**config.mk**
```make
export PLATFORM = sky130hd
export DESIGN_NAME = rotate_seq_ctrl_flat
export DESIGN_NICKNAME = d
export VERILOG_FILES = /design/src/rtl/rotate_seq_ctrl_pkg.sv /design/src/rtl/rotate_seq_ctrl_if.sv /design/src/rtl/rotate_seq_ctrl_step.sv /design/src/rtl/rotate_seq_ctrl.sv /design/src/flat_wrapper.sv
export SDC_FILE = /design/constraint.sdc
export NUM_CORES = 1
export LEC_CHECK = 0
export CAP_MARGIN = 5
export CELL_PAD_IN_SITES_DETAIL_PLACEMENT = 1
export CELL_PAD_IN_SITES_GLOBAL_PLACEMENT = 1
export CORE_MARGIN = 2
export CORE_UTILIZATION = 39
export DETAILED_ROUTE_END_ITERATION = 6
export PLACE_DENSITY_LB_ADDON = 0.1
export SYNTH_ARGS = -nofsm -noshare
export SYNTH_HDL_FRONTEND = slang
export SYNTH_SLANG_ARGS = --single-unit
```
**constraint.sdc**
```tcl
create_clock -name clk -period 4.21 [get_ports clk]
set_clock_uncertainty 0.2 [all_clocks]
set_input_delay 1.263 -clock clk [delete_from_list [all_inputs] [get_ports clk]]
set_output_delay 1.263 -clock clk [all_outputs]
set_load 0.01 [all_outputs]
```
**src/rtl/rotate_seq_ctrl_pkg.sv**
```systemverilog
// Shared types and step constants for the iterative rotate controller.
// The optional right-rotate direction is enabled by defining ROTATE_RIGHT_EN.
package rotate_seq_pkg;

  typedef enum logic [1:0] {
    IDLE  = 2'd0,
    SHIFT = 2'd1,
    DONE  = 2'd2
  } state_t;

  localparam int DEF_STEP_BITS = 2;
  localparam int STEP_MAX      = (1 << DEF_STEP_BITS) - 1;

endpackage

```
**src/rtl/rotate_seq_ctrl_if.sv**
```systemverilog
// Requester-side bus of the rotate controller, plus a debug view of the FSM state.
// ROTATE_RIGHT_EN adds the dir signal (1 = rotate right).
interface rotate_seq_ctrl_if #(
  parameter int WIDTH = 16
);
  import rotate_seq_pkg::*;

  // Handshake: start is only honoured while busy=0; X, amount (and dir) are
  // captured on that edge. done pulses for one cycle and Y is final from then on.
  logic                     start;
  logic [WIDTH-1:0]         X;
  logic [$clog2(WIDTH)-1:0] amount;
`ifdef ROTATE_RIGHT_EN
  logic                     dir;
`endif
  logic                     busy;
  logic                     done;
  logic [WIDTH-1:0]         Y;
  state_t                   dbg_state;

`ifdef ROTATE_RIGHT_EN
  modport master (output start, X, amount, dir, input busy, done, Y, dbg_state);
  modport slave  (input start, X, amount, dir, output busy, done, Y, dbg_state);
`else
  modport master (output start, X, amount, input busy, done, Y, dbg_state);
  modport slave  (input start, X, amount, output busy, done, Y, dbg_state);
`endif

endinterface

```
**src/rtl/rotate_seq_ctrl_step.sv**
```systemverilog
// Combinational step rotator: rotates A by 0..2**STEP_BITS-1 positions.
// With ROTATE_RIGHT_EN defined, dir=1 selects a right rotate.
module rotate_step #(
  parameter int WIDTH     = 16,
  parameter int STEP_BITS = 2
) (
  input  logic [WIDTH-1:0]     A,
`ifdef ROTATE_RIGHT_EN
  input  logic                 dir,
`endif
  input  logic [STEP_BITS-1:0] s,
  output logic [WIDTH-1:0]     Y
);

  logic [WIDTH-1:0] w_rotl;

  // A shift by WIDTH yields zero, so s=0 passes A through unchanged.
  assign w_rotl = (A << s) | (A >> (WIDTH - int'(s)));

`ifdef ROTATE_RIGHT_EN
  logic [WIDTH-1:0] w_rotr;
  assign w_rotr = (A >> s) | (A << (WIDTH - int'(s)));
  assign Y      = dir ? w_rotr : w_rotl;
`else
  assign Y      = w_rotl;
`endif

endmodule

```
**src/rtl/rotate_seq_ctrl.sv**
```systemverilog
// Iterative rotate controller: walks one rotate_step over several cycles to
// build a full WIDTH-bit rotate. ROTATE_RIGHT_EN adds a captured direction.
module rotate_seq_ctrl
  import rotate_seq_pkg::*;
#(
  parameter int WIDTH     = 16,
  parameter int STEP_BITS = DEF_STEP_BITS
) (
  input  logic             clk,
  input  logic             reset_n,
  rotate_seq_ctrl_if.slave bus
);

  localparam int AW = $clog2(WIDTH);
  localparam logic [AW-1:0] STEP_MAX_AW = AW'((1 << STEP_BITS) - 1);

  state_t           r_state, w_state_next;
  logic [WIDTH-1:0] r_y, w_y_next, w_step_y;
  logic [AW-1:0]    r_rem, w_rem_next, w_step_aw;
  logic [STEP_BITS-1:0] w_step;
`ifdef ROTATE_RIGHT_EN
  logic             r_dir, w_dir_next;
`endif

  // Largest step the rotator can do without overshooting the remaining distance.
  assign w_step_aw = (r_rem > STEP_MAX_AW) ? STEP_MAX_AW : r_rem;
  assign w_step    = w_step_aw[STEP_BITS-1:0];

  rotate_step #(
    .WIDTH     (WIDTH),
    .STEP_BITS (STEP_BITS)
  ) u_step (
    .A   (r_y),
`ifdef ROTATE_RIGHT_EN
    .dir (r_dir),
`endif
    .s   (w_step),
    .Y   (w_step_y)
  );

  always_ff @(posedge clk or negedge reset_n) begin
    if (!reset_n) begin
      r_state <= IDLE;
      r_y     <= '0;
      r_rem   <= '0;
`ifdef ROTATE_RIGHT_EN
      r_dir   <= 1'b0;
`endif
    end else begin
      r_state <= w_state_next;
      r_y     <= w_y_next;
      r_rem   <= w_rem_next;
`ifdef ROTATE_RIGHT_EN
      r_dir   <= w_dir_next;
`endif
    end
  end

  always_comb begin
    w_state_next = r_state;
    w_y_next     = r_y;
    w_rem_next   = r_rem;
`ifdef ROTATE_RIGHT_EN
    w_dir_next   = r_dir;
`endif
    case (r_state)
      IDLE: begin
        if (bus.start) begin
          w_y_next     = bus.X;
          w_rem_next   = bus.amount;
`ifdef ROTATE_RIGHT_EN
          w_dir_next   = bus.dir;
`endif
          w_state_next = (bus.amount == '0) ? DONE : SHIFT;
        end
      end
      SHIFT: begin
        w_y_next   = w_step_y;
        w_rem_next = r_rem - w_step_aw;
        if (w_rem_next == '0) begin
          w_state_next = DONE;
        end
      end
      DONE:    w_state_next = IDLE;
      default: w_state_next = IDLE;
    endcase
  end

  assign bus.busy      = (r_state != IDLE);
  assign bus.done      = (r_state == DONE);
  assign bus.Y         = r_y;
  assign bus.dbg_state = r_state;

endmodule

```
**src/flat_wrapper.sv**
```systemverilog
// flat-port wrapper written by rule: the top's interface ports become plain ports
module rotate_seq_ctrl_flat import rotate_seq_pkg::*;
#(
  parameter int WIDTH     = 16,
  parameter int STEP_BITS = DEF_STEP_BITS
)
  (clk, reset_n, bus_start, bus_X, bus_amount, bus_busy, bus_done, bus_Y, bus_dbg_state);
  rotate_seq_ctrl_if #(.WIDTH(WIDTH)) bus_i ();
  input  logic clk;
  input  logic reset_n;
  input wire logic [$bits(bus_i.start)-1:0] bus_start;
  input wire logic [$bits(bus_i.X)-1:0] bus_X;
  input wire logic [$bits(bus_i.amount)-1:0] bus_amount;
  output wire logic [$bits(bus_i.busy)-1:0] bus_busy;
  output wire logic [$bits(bus_i.done)-1:0] bus_done;
  output wire logic [$bits(bus_i.Y)-1:0] bus_Y;
  output wire logic [$bits(bus_i.dbg_state)-1:0] bus_dbg_state;
  assign bus_i.start = bus_start;
  assign bus_i.X = bus_X;
  assign bus_i.amount = bus_amount;
  assign bus_busy = bus_i.busy;
  assign bus_done = bus_i.done;
  assign bus_Y = bus_i.Y;
  assign bus_dbg_state = bus_i.dbg_state;
  rotate_seq_ctrl #(.WIDTH(WIDTH), .STEP_BITS(STEP_BITS)) u_core (.clk(clk), .reset_n(reset_n), .bus(bus_i));
endmodule
```
==> out/metrics.yaml <==
run_status:
  status: "complete, no violations"
cts:
  clockBufferDepth: 2
  cts-root-buf: "clkbuf_8"
  post_cts_resized: 0
  clk_pin_slew_ns: 0.09
  insertion_delay_ns: 0.27
  clock-sinks: 22
  cts_tree: "built"
  postCtsSetupBuffers: 0
  h-tree-depth: 1
  cts_hold_buf: 0
  cts_buffers: 3
pwr:
  pwr-share-clk: 0.071
  swShare: 0.481
  power.switching_mw: 0.958
  p_leak_nw: 0.857
  power_frac_seq: 0.293
  p_int_mw: 1.03
  power_frac_comb: 0.637
  powerDensity_nw_per_um2: 899
  vdd_ir_drop_max_mv: 0.322
synth:
  synth_largest_area_cell: "dfrtp_1"
  synthTopCellsByCount: "dfrtp_1 (22), a21oi_1 (16), o21ai_0 (16), o22ai_1 (16)"
  avgSynthCellArea_um2: 8.59
  synth_edf_count: 0
  yosysWarnings: 0
  syn_nets: 226
  synthesis.area_um2: 1730
  synth_top_area_share: 0.319
  yosysMostFrequentCell: "dfrtp_1"
  synth_flop_cell: "dfrtp_1"
  synthArstFlopShare: 1.00
  syn_inst: 201
  yosys_register_bits: 22
  yosysSeqAreaShare: 0.319
  synthTopCellsByArea: "dfrtp_1 (32%), mux2_2 (6.5%), o22ai_1 (5.8%), a21oi_1 (4.6%), o21ai_0 (4.6%)"
  yosys.cell_types.count: 43
sta:
  finalSetupTns_ns: 0
  fmax_mhz: 298
  hold_viol: 0
  min_period_ns: 3.35
  setup_violations: 0
  maxSlewHeadroom: 0.252
  slew_viol_final: 0
  rsz0062_at_grt: "false"
  worst_pin_slew_ns: 1.12
  min_period_over_period: 0.796
floorplanning:
  ios: 43
  die-width_um: 70.5
  die-area_um2: 4980
  rows: 24
  coreArea_um2: 4320
  die_h_um: 70.5
  start_util: 0.399
global_routing:
  grt_pass1_vias: 1868
  grt_pass1_wl_um: 9800
  overflow: 0
  grt_use_total: 0.244
  antenna_found_initial: 0
  grt_max_degree: 26
layout:
  fin_util: 0.512
  area_growth_pct: 28.3
  n_antenna_cell: 0
  fillerInstances: 515
  layout.nets: 263
  final_cell_area_um2: 2210
  drive_gt1_frac: 0.110
route:
  wl_per_cell_um: 20.5
  ant_nets: 0
  wl_um: 5890
  drcViolationCount: 0
  drtIter0Drc: 95
  first_pass_iters: 4
  vias_per_cell: 6.19
  via_count: 1782
critical_path:
  end_kind: "output port"
  cp-start-kind: "register"
  crit_arrival_ns: 1.89
  critical_path_class: "reg -> out"
  required_ns: 2.75
  path_max_fanout: 10
placement:
  detailed_place_hpwl_um: 4120
  place_area_um2: 2170
  port_buffers: 42
  finalWeightedCongestion: 0.826
flow_run:
  max_cap_violations: 0
min_path:
  hold_class: "reg -> reg"
[metal layers]
| metal | vias to the layer above | routed length (µm) | GRT usage |
|---|---|---|---|
| met2 | 42 | 2900 | 0.416 |
| met3 | 6 | 197 | 0.0256 |
| met5 | - | 0 | 0 |
| li1 | 836 | - | - |
| met1 | 898 | 2740 | 0.337 |
| met4 | 0 | 56 | 0.0566 |
[state kept, by name, summed over array words and instances, names as in the netlist, named ones only]
name and flops:
u_core.bus.Y 15, u_core.r_rem 4, u_core.bus.dbg_state 2
[layout make-up]
cell class | instances | area [µm²] | share of cell area
repair buffers | 49 | 473 | 0.214
inverters | 7 | 26.3 | 0.0119
well taps | 52 | 65.1 | 0.0294
clock buffers | 3 | 41.3 | 0.0186
multi-input cells | 155 | 1060 | 0.478
flip-flops and latches | 22 | 551 | 0.249
[through the flow]
step | cells | power (mW) | hold slack, ns | setup WS, ns
CTS | 288 | 1.99 | 0.419 | 0.856
global placement | 285 | 1.78 | 0.386 | 1.15
floorplan | 201 | 1.36 | 0.381 | 1.70
detailed placement | 285 | 1.84 | 0.397 | 1.08
global route | 288 | 2.16 | 0.456 | 0.751
finish | 288 | 1.99 | 0.407 | 0.858
[final timing paths]
check	from	end	slack [ns]	cells past startpoint
max	u_core.bus.dbg_state[0]	bus_busy	0.86	3
min	u_core.bus.Y[0]	u_core.bus.Y[0]	0.41	2
max reg2reg	u_core.r_rem[0]	u_core.bus.Y[3]	1.61	6
min reg2reg	u_core.bus.Y[0]	u_core.bus.Y[0]	0.41	2
max in group asynchronous	reset_n	u_core.bus.Y[11]	2.40	2
min in group asynchronous	reset_n	u_core.bus.Y[2]	1.16	2
[layout by cell type (no fill, tap or decap), types with 3 or more instances in the layout]
cell type,synthesis,final
inv_1,4,4
mux2i_1,5,5
a22oi_1,4,4
o22ai_1,16,16
o21ai_1,12,12
nor2_1,8,8
clkbuf_8,0,3
nor2b_1,12,12
mux2_2,10,10
nand2_1,8,8
o22a_1,4,4
a31oi_1,3,3
dfrtp_1,22,22
clkdlybuf4s50_1,0,42
a2bb2oi_1,8,8
o21ai_0,16,16
nand2b_1,4,4
a21oi_1,16,16
buf_4,0,7
a22o_1,5,5
[power by group through the flow]
stage | Clock [mW] | Sequential, mW | Combinational, mW
after global routing | 0.153 | 0.611 | 1.39
after CTS | 0.145 | 0.574 | 1.27
after floorplan | 0 | 0.485 | 0.878
after detailed placement | 0 | 0.578 | 1.26
after global placement | 0 | 0.566 | 1.21
final | 0.141 | 0.583 | 1.27
[worst max-delay path, cell delays in order, from the launching register on]
cell and delay, ns:
dfrtp_1 0.55, clkinv_1 0.38, nand2_1 0.15, clkdlybuf4s50_1 0.54
[cell families after synthesis]
family	share of synthesized area
mux	0.107
fa+ha+maj	0.0145
buf+inv	0.0681
compound gates	0.353
simple gates	0.138
flops	0.319
Note: power is estimated with default switching activity, not from simulation.
